File: config.mk
export PLATFORM = sky130hd
export DESIGN_NAME = uart_baud_gen_flat
export DESIGN_NICKNAME = d
export VERILOG_FILES = /design/src/rtl/uart_baud_gen_pkg.sv /design/src/rtl/uart_baud_gen_if.sv /design/src/rtl/uart_baud_gen_channel.sv /design/src/rtl/uart_baud_gen.sv /design/src/flat_wrapper.sv
export SDC_FILE = /design/constraint.sdc
export NUM_CORES = 1
export LEC_CHECK = 0
export CAP_MARGIN = 25
export CORE_ASPECT_RATIO = 2
export CORE_UTILIZATION = 50
export DETAILED_ROUTE_END_ITERATION = 10
export HOLD_SLACK_MARGIN = 0.1
export PLACE_DENSITY = 0.77
export SYNTH_ARGS = -nofsm -noshare
export SYNTH_HDL_FRONTEND = slang
export SYNTH_SLANG_ARGS = --single-unit
File: constraint.sdc
create_clock -name clock -period 2.59 [get_ports clock]
set_input_delay 0.3885 -clock clock [delete_from_list [all_inputs] [get_ports clock]]
set_output_delay 0.3885 -clock clock [all_outputs]
set_load 0.01 [all_outputs]
File: src/rtl/uart_baud_gen_pkg.sv
// Shared constants, divisor struct and reset-divisor calculation for the UART
// baud tick generator.
package uart_pkg;

  localparam int DIV_W_DEF  = 16;
  localparam int FRAC_W_DEF = 4;

  typedef struct packed {
    logic [31:0] div_int;
    logic [31:0] div_frac;
  } baud_div_t;

  // Integer and fractional cycles per oversample tick for a given clock/baud.
  function automatic baud_div_t reset_div(input longint clk_hz, input longint baud,
                                          input longint sample, input int frac_w);
    longint    denom;
    baud_div_t d;
    denom      = baud * sample;
    d.div_int  = 32'(clk_hz / denom);
    d.div_frac = 32'(((clk_hz << frac_w) / denom) % (64'sd1 << frac_w));
    return d;
  endfunction

endpackage

File: src/rtl/uart_baud_gen_if.sv
// Divisor programming, resync and strobe signals of the baud tick generator.
interface uart_baud_gen_if
  import uart_pkg::*;
#(
  parameter int DIV_W  = DIV_W_DEF,
  parameter int FRAC_W = FRAC_W_DEF
);
  logic [DIV_W-1:0]  div_int;
  logic [FRAC_W-1:0] div_frac;
  logic              div_load;
  logic              rx_start;
  logic              tx_start;
  logic              rx_tick;
  logic              rx_sample;
  logic              rx_bit;
  logic              tx_tick;
  logic              tx_bit;

  modport master (
    output div_int, div_frac, div_load, rx_start, tx_start,
    input  rx_tick, rx_sample, rx_bit, tx_tick, tx_bit
  );

  modport slave (
    input  div_int, div_frac, div_load, rx_start, tx_start,
    output rx_tick, rx_sample, rx_bit, tx_tick, tx_bit
  );
endinterface

File: src/rtl/uart_baud_gen_channel.sv
// One fractional-divider tick channel with phase counter and bit strobes.
// HALF_START selects RX resync (half period) versus TX resync (full period).
module baud_channel
  import uart_pkg::*;
#(
  parameter int               SAMPLE_RATE = 16,
  parameter int               DIV_W       = DIV_W_DEF,
  parameter int               FRAC_W      = FRAC_W_DEF,
  parameter int               HALF_START  = 0,
  parameter logic [DIV_W-1:0] RESET_CNT   = {DIV_W{1'b1}}
) (
  input  logic              clock,
  input  logic              reset,
  input  logic [DIV_W-1:0]  div_i,
  input  logic [FRAC_W-1:0] div_f,
  input  logic              start,
  output logic              tick,
  output logic              sample,
  output logic              bit_strobe
);
  localparam int              PH_W    = $clog2(SAMPLE_RATE);
  localparam logic [PH_W-1:0] PH_MID  = PH_W'(SAMPLE_RATE / 2 - 1);
  localparam logic [PH_W-1:0] PH_LAST = PH_W'(SAMPLE_RATE - 1);

  logic [DIV_W-1:0]  cnt_r, cnt_d;
  logic [FRAC_W-1:0] facc_r, facc_d;
  logic [PH_W-1:0]   phase_r, phase_d;
  logic [FRAC_W:0]   sum_s;

  // Strobes come only from registered state so inputs never reach them.
  assign tick       = (cnt_r == {DIV_W{1'b0}});
  assign sample     = (HALF_START != 0) ? (tick & (phase_r == PH_MID)) : 1'b0;
  assign bit_strobe = tick & (phase_r == PH_LAST);

  // Next-state: resync beats reload; carry out of facc stretches the period.
  always_comb begin
    sum_s   = {1'b0, facc_r} + {1'b0, div_f};
    cnt_d   = cnt_r - DIV_W'(1);
    facc_d  = facc_r;
    phase_d = phase_r;
    if (start) begin
      cnt_d   = (HALF_START != 0) ? (div_i >> 1) : (div_i - DIV_W'(1));
      facc_d  = {FRAC_W{1'b0}};
      phase_d = {PH_W{1'b0}};
    end else if (tick) begin
      facc_d  = sum_s[FRAC_W-1:0];
      cnt_d   = sum_s[FRAC_W] ? div_i : (div_i - DIV_W'(1));
      phase_d = phase_r + PH_W'(1);
    end else begin
      cnt_d   = cnt_r - DIV_W'(1);
    end
  end

  // Channel state registers.
  always_ff @(posedge clock or posedge reset) begin
    if (reset) begin
      cnt_r   <= RESET_CNT;
      facc_r  <= {FRAC_W{1'b0}};
      phase_r <= {PH_W{1'b0}};
    end else begin
      cnt_r   <= cnt_d;
      facc_r  <= facc_d;
      phase_r <= phase_d;
    end
  end
endmodule

File: src/rtl/uart_baud_gen.sv
// Dual-channel (RX/TX) oversampling baud tick generator sharing one
// runtime-programmable integer+fractional divisor.
module uart_baud_gen
  import uart_pkg::*;
#(
  parameter int CLK_HZ      = 25000000,
  parameter int BAUD_RATE   = 9600,
  parameter int SAMPLE_RATE = 16,
  parameter int DIV_W       = DIV_W_DEF,
  parameter int FRAC_W      = FRAC_W_DEF
) (
  input  logic          clock,
  input  logic          reset,
  uart_baud_gen_if.slave bus
);
  localparam baud_div_t RST_DIV = reset_div(longint'(CLK_HZ), longint'(BAUD_RATE),
                                            longint'(SAMPLE_RATE), FRAC_W);
  localparam logic [DIV_W-1:0]  RESET_DIV_INT  = RST_DIV.div_int[DIV_W-1:0];
  localparam logic [FRAC_W-1:0] RESET_DIV_FRAC = RST_DIV.div_frac[FRAC_W-1:0];
  localparam logic [DIV_W-1:0]  RESET_CNT      = RESET_DIV_INT - DIV_W'(1);

  logic [DIV_W-1:0]  div_i_q;
  logic [FRAC_W-1:0] div_f_q;
  logic [DIV_W-1:0]  div_int_clamp_s;
  logic              unused_tx_sample_s;

  // Periods shorter than two cycles would leave the counter no reload slot.
  always_comb begin
    div_int_clamp_s = bus.div_int;
    if (bus.div_int < DIV_W'(2)) begin
      div_int_clamp_s = DIV_W'(2);
    end else begin
      div_int_clamp_s = bus.div_int;
    end
  end

  // Shared divisor registers.
  always_ff @(posedge clock or posedge reset) begin
    if (reset) begin
      div_i_q <= RESET_DIV_INT;
      div_f_q <= RESET_DIV_FRAC;
    end else if (bus.div_load) begin
      div_i_q <= div_int_clamp_s;
      div_f_q <= bus.div_frac;
    end else begin
      div_i_q <= div_i_q;
      div_f_q <= div_f_q;
    end
  end

  baud_channel #(
    .SAMPLE_RATE(SAMPLE_RATE), .DIV_W(DIV_W), .FRAC_W(FRAC_W),
    .HALF_START(1), .RESET_CNT(RESET_CNT)
  ) u_rx (
    .clock(clock), .reset(reset), .div_i(div_i_q), .div_f(div_f_q),
    .start(bus.rx_start), .tick(bus.rx_tick), .sample(bus.rx_sample),
    .bit_strobe(bus.rx_bit)
  );

  baud_channel #(
    .SAMPLE_RATE(SAMPLE_RATE), .DIV_W(DIV_W), .FRAC_W(FRAC_W),
    .HALF_START(0), .RESET_CNT(RESET_CNT)
  ) u_tx (
    .clock(clock), .reset(reset), .div_i(div_i_q), .div_f(div_f_q),
    .start(bus.tx_start), .tick(bus.tx_tick), .sample(unused_tx_sample_s),
    .bit_strobe(bus.tx_bit)
  );
endmodule

File: src/flat_wrapper.sv
// flat-port wrapper written by rule: the top's interface ports become plain ports
module uart_baud_gen_flat import uart_pkg::*;
#(
  parameter int CLK_HZ      = 25000000,
  parameter int BAUD_RATE   = 9600,
  parameter int SAMPLE_RATE = 16,
  parameter int DIV_W       = DIV_W_DEF,
  parameter int FRAC_W      = FRAC_W_DEF
)
  (clock, reset, bus_div_int, bus_div_frac, bus_div_load, bus_rx_start, bus_tx_start, bus_rx_tick, bus_rx_sample, bus_rx_bit, bus_tx_tick, bus_tx_bit);
  uart_baud_gen_if #(.DIV_W(DIV_W), .FRAC_W(FRAC_W)) bus_i ();
  input  logic clock;
  input  logic reset;
  input wire logic [$bits(bus_i.div_int)-1:0] bus_div_int;
  input wire logic [$bits(bus_i.div_frac)-1:0] bus_div_frac;
  input wire logic [$bits(bus_i.div_load)-1:0] bus_div_load;
  input wire logic [$bits(bus_i.rx_start)-1:0] bus_rx_start;
  input wire logic [$bits(bus_i.tx_start)-1:0] bus_tx_start;
  output wire logic [$bits(bus_i.rx_tick)-1:0] bus_rx_tick;
  output wire logic [$bits(bus_i.rx_sample)-1:0] bus_rx_sample;
  output wire logic [$bits(bus_i.rx_bit)-1:0] bus_rx_bit;
  output wire logic [$bits(bus_i.tx_tick)-1:0] bus_tx_tick;
  output wire logic [$bits(bus_i.tx_bit)-1:0] bus_tx_bit;
  assign bus_i.div_int = bus_div_int;
  assign bus_i.div_frac = bus_div_frac;
  assign bus_i.div_load = bus_div_load;
  assign bus_i.rx_start = bus_rx_start;
  assign bus_i.tx_start = bus_tx_start;
  assign bus_rx_tick = bus_i.rx_tick;
  assign bus_rx_sample = bus_i.rx_sample;
  assign bus_rx_bit = bus_i.rx_bit;
  assign bus_tx_tick = bus_i.tx_tick;
  assign bus_tx_bit = bus_i.tx_bit;
  uart_baud_gen #(.CLK_HZ(CLK_HZ), .BAUD_RATE(BAUD_RATE), .SAMPLE_RATE(SAMPLE_RATE), .DIV_W(DIV_W), .FRAC_W(FRAC_W)) u_core (.clock(clock), .reset(reset), .bus(bus_i));
endmodule
==> out/qor.log <==
qor: route.detailedRoute.firstPassIterationCount 5
qor: placed_design.port_buffers 29
qor: finish.finish.net_count 565
qor: finish.layout.cells.non_filler 628
qor: synth.netlist-cell-type-count 66
qor: job.drv_cap 0
qor: global_route.first_global_vias 4,010
qor: synth.synthesis.area_per_instance 9.34 sq um
qor: synth.ys_seq_area_share 38.2%
qor: pwr.intPower 2.23 mW
qor: route.detail_route.iter0.violations 216
qor: worst_setup_path.critPathArrivalTime 2170 ps
qor: timing.layout_worst_path_cycle_share 98.6%
qor: finish.final_layout_size_suffix_gt1_share 19.9%
qor: route.m1WireLength 4150 microns
qor: timing.worst_slew_pin_slew 709 ps
qor: synth.synth-edff-count 0
qor: synth.flip_flop_and_latch_count_after_synthesis 68
qor: worst_setup_path.ff2ff_path_depth 8
qor: floorplanning.initial_utilization 51.9%
qor: cts.tritoncts.num_buffers 9
qor: hold_path.min-delay-path-class input pin to async pin
qor: synth.post_synth_instance_area 4490 sq um
qor: pwr.worst_ir_drop_vdd 397 uV
qor: pwr.seq_power_share 43.1%
qor: route.highest_layer met4
qor: synth.syn_nets 522
qor: cts.clock_tree_from_tritoncts built
qor: finish.fill_cells 721
qor: route.dr_wl_met3 473 microns
qor: placed_design.dp_hpwl 8410 microns
qor: cts.cts_root_buf clkbuf_16
qor: worst_setup_path.largest_fanout_of_any_net_on_the_critical_path 3
qor: timing.worst_slew_margin_rel 52.3%
qor: synth.syn-instance-count 480
qor: timing.fin_setup_tns 0 ps
qor: timing.worst_hold_slack 425 ps
qor: worst_setup_path.regToRegStartpoint u_core.u_rx.cnt_r[2]$_DFF_PP0_
qor: floorplanning.die-area 9380 sq um
qor: timing.timing.clock.skew 6.74 ps
qor: floorplanning.fp-row-count 48
qor: worst_setup_path.rr_endpoint u_core.u_rx.cnt_r[13]$_DFF_PP0_
qor: finish.syn2layout_area_growth 19.2%
qor: synth.ys_async_sr_fraction 100%
qor: pwr.netSwitchingFraction 28.3%
qor: global_route.maximum_number_of_pins_on_one_net_before_global_route_repair 69
qor: worst_setup_path.cp-start-kind flop
qor: outcome.run_status finished, final reports clean
qor: worst_setup_path.path_class flop to primary output
qor: floorplanning.boundaryPins 30
qor: floorplanning.fp.dieW 69.0 microns
qor: floorplanning.fp.coreArea 8650 sq um
qor: cts.insertion_delay 340 ps
qor: worst_setup_path.cp_slowest_stage_delay 570 ps
qor: timing.setup_repair_after_global_routing_missed_its_margin yes
qor: pwr.cellPowerDensity 582 nW/um^2
qor: timing.finalCriticalPeriod 2550 ps
qor: cts.worst_setup_hold_path_clk_slew 60 ps
qor: timing.achievable-frequency 0.392 GHz
qor: worst_setup_path.regToRegSetupSlack 240 ps
qor: finish.n_antenna_cell 0
qor: route.remaining_drc_errors 0
qor: route.route.vias.total 3,867
qor: worst_setup_path.critical_path.cell_chain or4_4 > nor4b_4 > buf_4 > nand2_4 > clkinv_4 > and4_1 > buf_2
qor: pwr.p_clk_share 38.0%
qor: placed_design.place_congestion 0.927
qor: worst_setup_path.cp_data_required_time 2200 ps
qor: global_route.grt_usage 28.2%
qor: placed_design.dp_cells 611
qor: route.finalWirelength 11,500 microns
qor: global_route.grt_pass1_wl 19,500 microns
qor: global_route.grt_overflow_total 0
qor: route.detail_route.vias_per_cell 6.16
qor: route.met2_length 6320 microns
qor: route.route.antenna.remaining_nets 0
qor: pwr.switching_power 0.880 mW
qor: cts.max-clock-path-buffers 2
qor: cts.count_of_h_tree_levels_built_during_cts 3
qor: timing.final_max_slew_viol_count 0
qor: synth.synth-warning-count 0
qor: worst_setup_path.setup.worst_path.end_class primary output
qor: timing.hold_violations 0
qor: pwr.comb_power_share 18.9%
qor: worst_setup_path.timing.critical_path.slowest_stage_cell or4_4
qor: cts.numClockSinks 68
qor: floorplanning.die_height 136 microns
qor: synth.synthFlopType dfrtp_1
qor: route.detail_route.wl_per_cell 18.4 microns
qor: global_route.grt_antenna_before_repair 0
qor: pwr.static-leakage-power 2.22 nW
qor: finish.final_core_utilization 61.8%
qor: timing.final-setup-viol-count 0
-- power by group through the flow --
| stage | Sequential (mW) | Clock [mW] | Combinational, mW |
|---|---|---|---|
| finish | 1.34 | 1.18 | 0.588 |
| global route | 1.35 | 1.24 | 0.647 |
| CTS | 1.33 | 1.20 | 0.584 |
| detailed placement | 1.35 | 0 | 0.577 |
| global placement | 1.34 | 0 | 0.559 |
| floorplan | 1.29 | 0 | 0.413 |
-- layout by cell type, fill, tap and decap left out, types with 7 or more instances in the layout --
cell type	instances
a211oi_1	16
a21oi_1	22
and3_1	16
buf_4	33
clkbuf_16	9
clkdlybuf4s50_1	25
dfrtp_1	55
dfstp_2	11
ha_1	15
inv_1	19
mux2_2	15
nand2_1	35
nand2b_1	7
nand3_1	16
nand4_1	7
nor2_1	29
nor3_1	30
nor4_1	11
o21ai_0	9
o22ai_1	14
or3_1	8
xnor2_1	21
xor2_1	19
-- timing repair --
item | CTS | global route
endpoints found under the setup margin | 4 | 4
gates resized for setup | 8 | 9
buffers inserted | 0 | 1
hold buffers | 0 | 0
pin swaps | 2 | 5
-- routing by layer --
layer | vias up | GRT usage, %
met5 | - | 0
met4 | 0 | 17.9
met3 | 43 | 5.20
met2 | 109 | 46.8
met1 | 1874 | 31.7
li1 | 1841 | -
-- state kept, by name, indices dropped and copies added, names as in the netlist --
name	cells
u_core.u_rx.phase_r	4
u_core.u_rx.cnt_r	16
u_core.u_tx.facc_r	4
u_core.div_i_q	16
u_core.u_tx.phase_r	4
u_core.u_rx.facc_r	4
u_core.u_tx.cnt_r	16
u_core.div_f_q	4
-- kinds of logic (layout without fill, tap and decap cells) --
kind of cell / Yosys count / after routing / share of synthesized area (%)
AO/OA/AOI/OAI: 99 / 99 / 16.3
multiplexers: 16 / 16 / 3.99
flip-flops: 68 / 68 / 38.2
XOR/XNOR: 40 / 40 / 7.81
buffers and inverters: 53 / 101 / 5.27
adder cells (fa/ha/maj): 17 / 17 / 5.08
AND/OR/NAND/NOR: 187 / 187 / 23.3
-- final cells by class --
class / count / area [sq um] / share of cell area [%]
multi-input combinational: 359 / 2560 / 47.9
clock inverter: 1 / 5.00 / 0.0936
sequential: 68 / 1720 / 32.1
timing repair buffer: 64 / 569 / 10.6
clock buffer: 15 / 288 / 5.38
tap: 100 / 125 / 2.34
inverter: 21 / 83.8 / 1.57
-- critical path, delay by kind of cell, from the launching register on --
family	cells	cell delay, ps
DFF	1	390
and+or+nand+nor	4	1100
buffers and inverters	3	330
-- cell usage after synthesis, drive strengths merged, types with 2 or more instances --
cell | instances | area (sq um)
nor3b | 4 | 30.0
or4 | 4 | 37.5
nor3 | 30 | 150
and4 | 2 | 17.5
a22o | 5 | 43.8
o21ai | 10 | 50.0
nand2 | 37 | 149
o21a | 2 | 15.0
nor4b | 2 | 32.5
clkbuf | 22 | 83.8
nand4 | 7 | 43.8
fa | 2 | 40.0
nor4 | 16 | 140
ha | 15 | 188
inv | 20 | 75.1
buf | 10 | 68.8
nor2 | 30 | 115
a221oi | 5 | 62.6
o31ai | 5 | 47.5
a2bb2oi | 2 | 17.5
and3 | 17 | 106
o22ai | 14 | 87.6
or3 | 8 | 50.1
xor2 | 19 | 166
xnor2 | 21 | 184
dfstp | 11 | 289
nand2b | 7 | 43.8
and2 | 2 | 12.5
nand3 | 17 | 85.1
a21oi | 22 | 110
mux2 | 15 | 169
dfrtp | 57 | 1430
a211oi | 17 | 133
a21o | 5 | 37.5
o31a | 3 | 26.3
-- how the worst max path moves through the flow --
stage | startpoint | to | slack, ps | cells past startpoint
2_1_floorplan | u_core.u_rx.cnt_r[2]$_DFF_PP0_ | bus_rx_bit | 310 | 6
3_3_place_gp | u_core.u_rx.cnt_r[2]$_DFF_PP0_ | bus_rx_bit | 10 | 7
3_5_place_dp | u_core.u_rx.cnt_r[2]$_DFF_PP0_ | bus_rx_bit | 4 | 7
4_1_cts | u_core.u_rx.cnt_r[5]$_DFF_PP1_ | bus_rx_bit | 2 | 7
5_1_grt | u_core.u_rx.cnt_r[2]$_DFF_PP0_ | bus_rx_bit | -30 | 7
6_report | u_core.u_rx.cnt_r[2]$_DFF_PP0_ | bus_rx_bit | 40 | 7
-- through the flow --
step           total power, mW  instance area [sq um]  setup WS, ps
4_1_cts                   3.11                   5340          2.10
3_5_place_dp              1.93                   5030          3.92
3_3_place_gp              1.90                   5030          10.5
6_report                  3.11                   5350          36.5
5_1_grt                   3.25                   5350         -32.3
2_1_floorplan             1.70                   4490           311
Note: power is estimated with default switching activity, not from simulation.
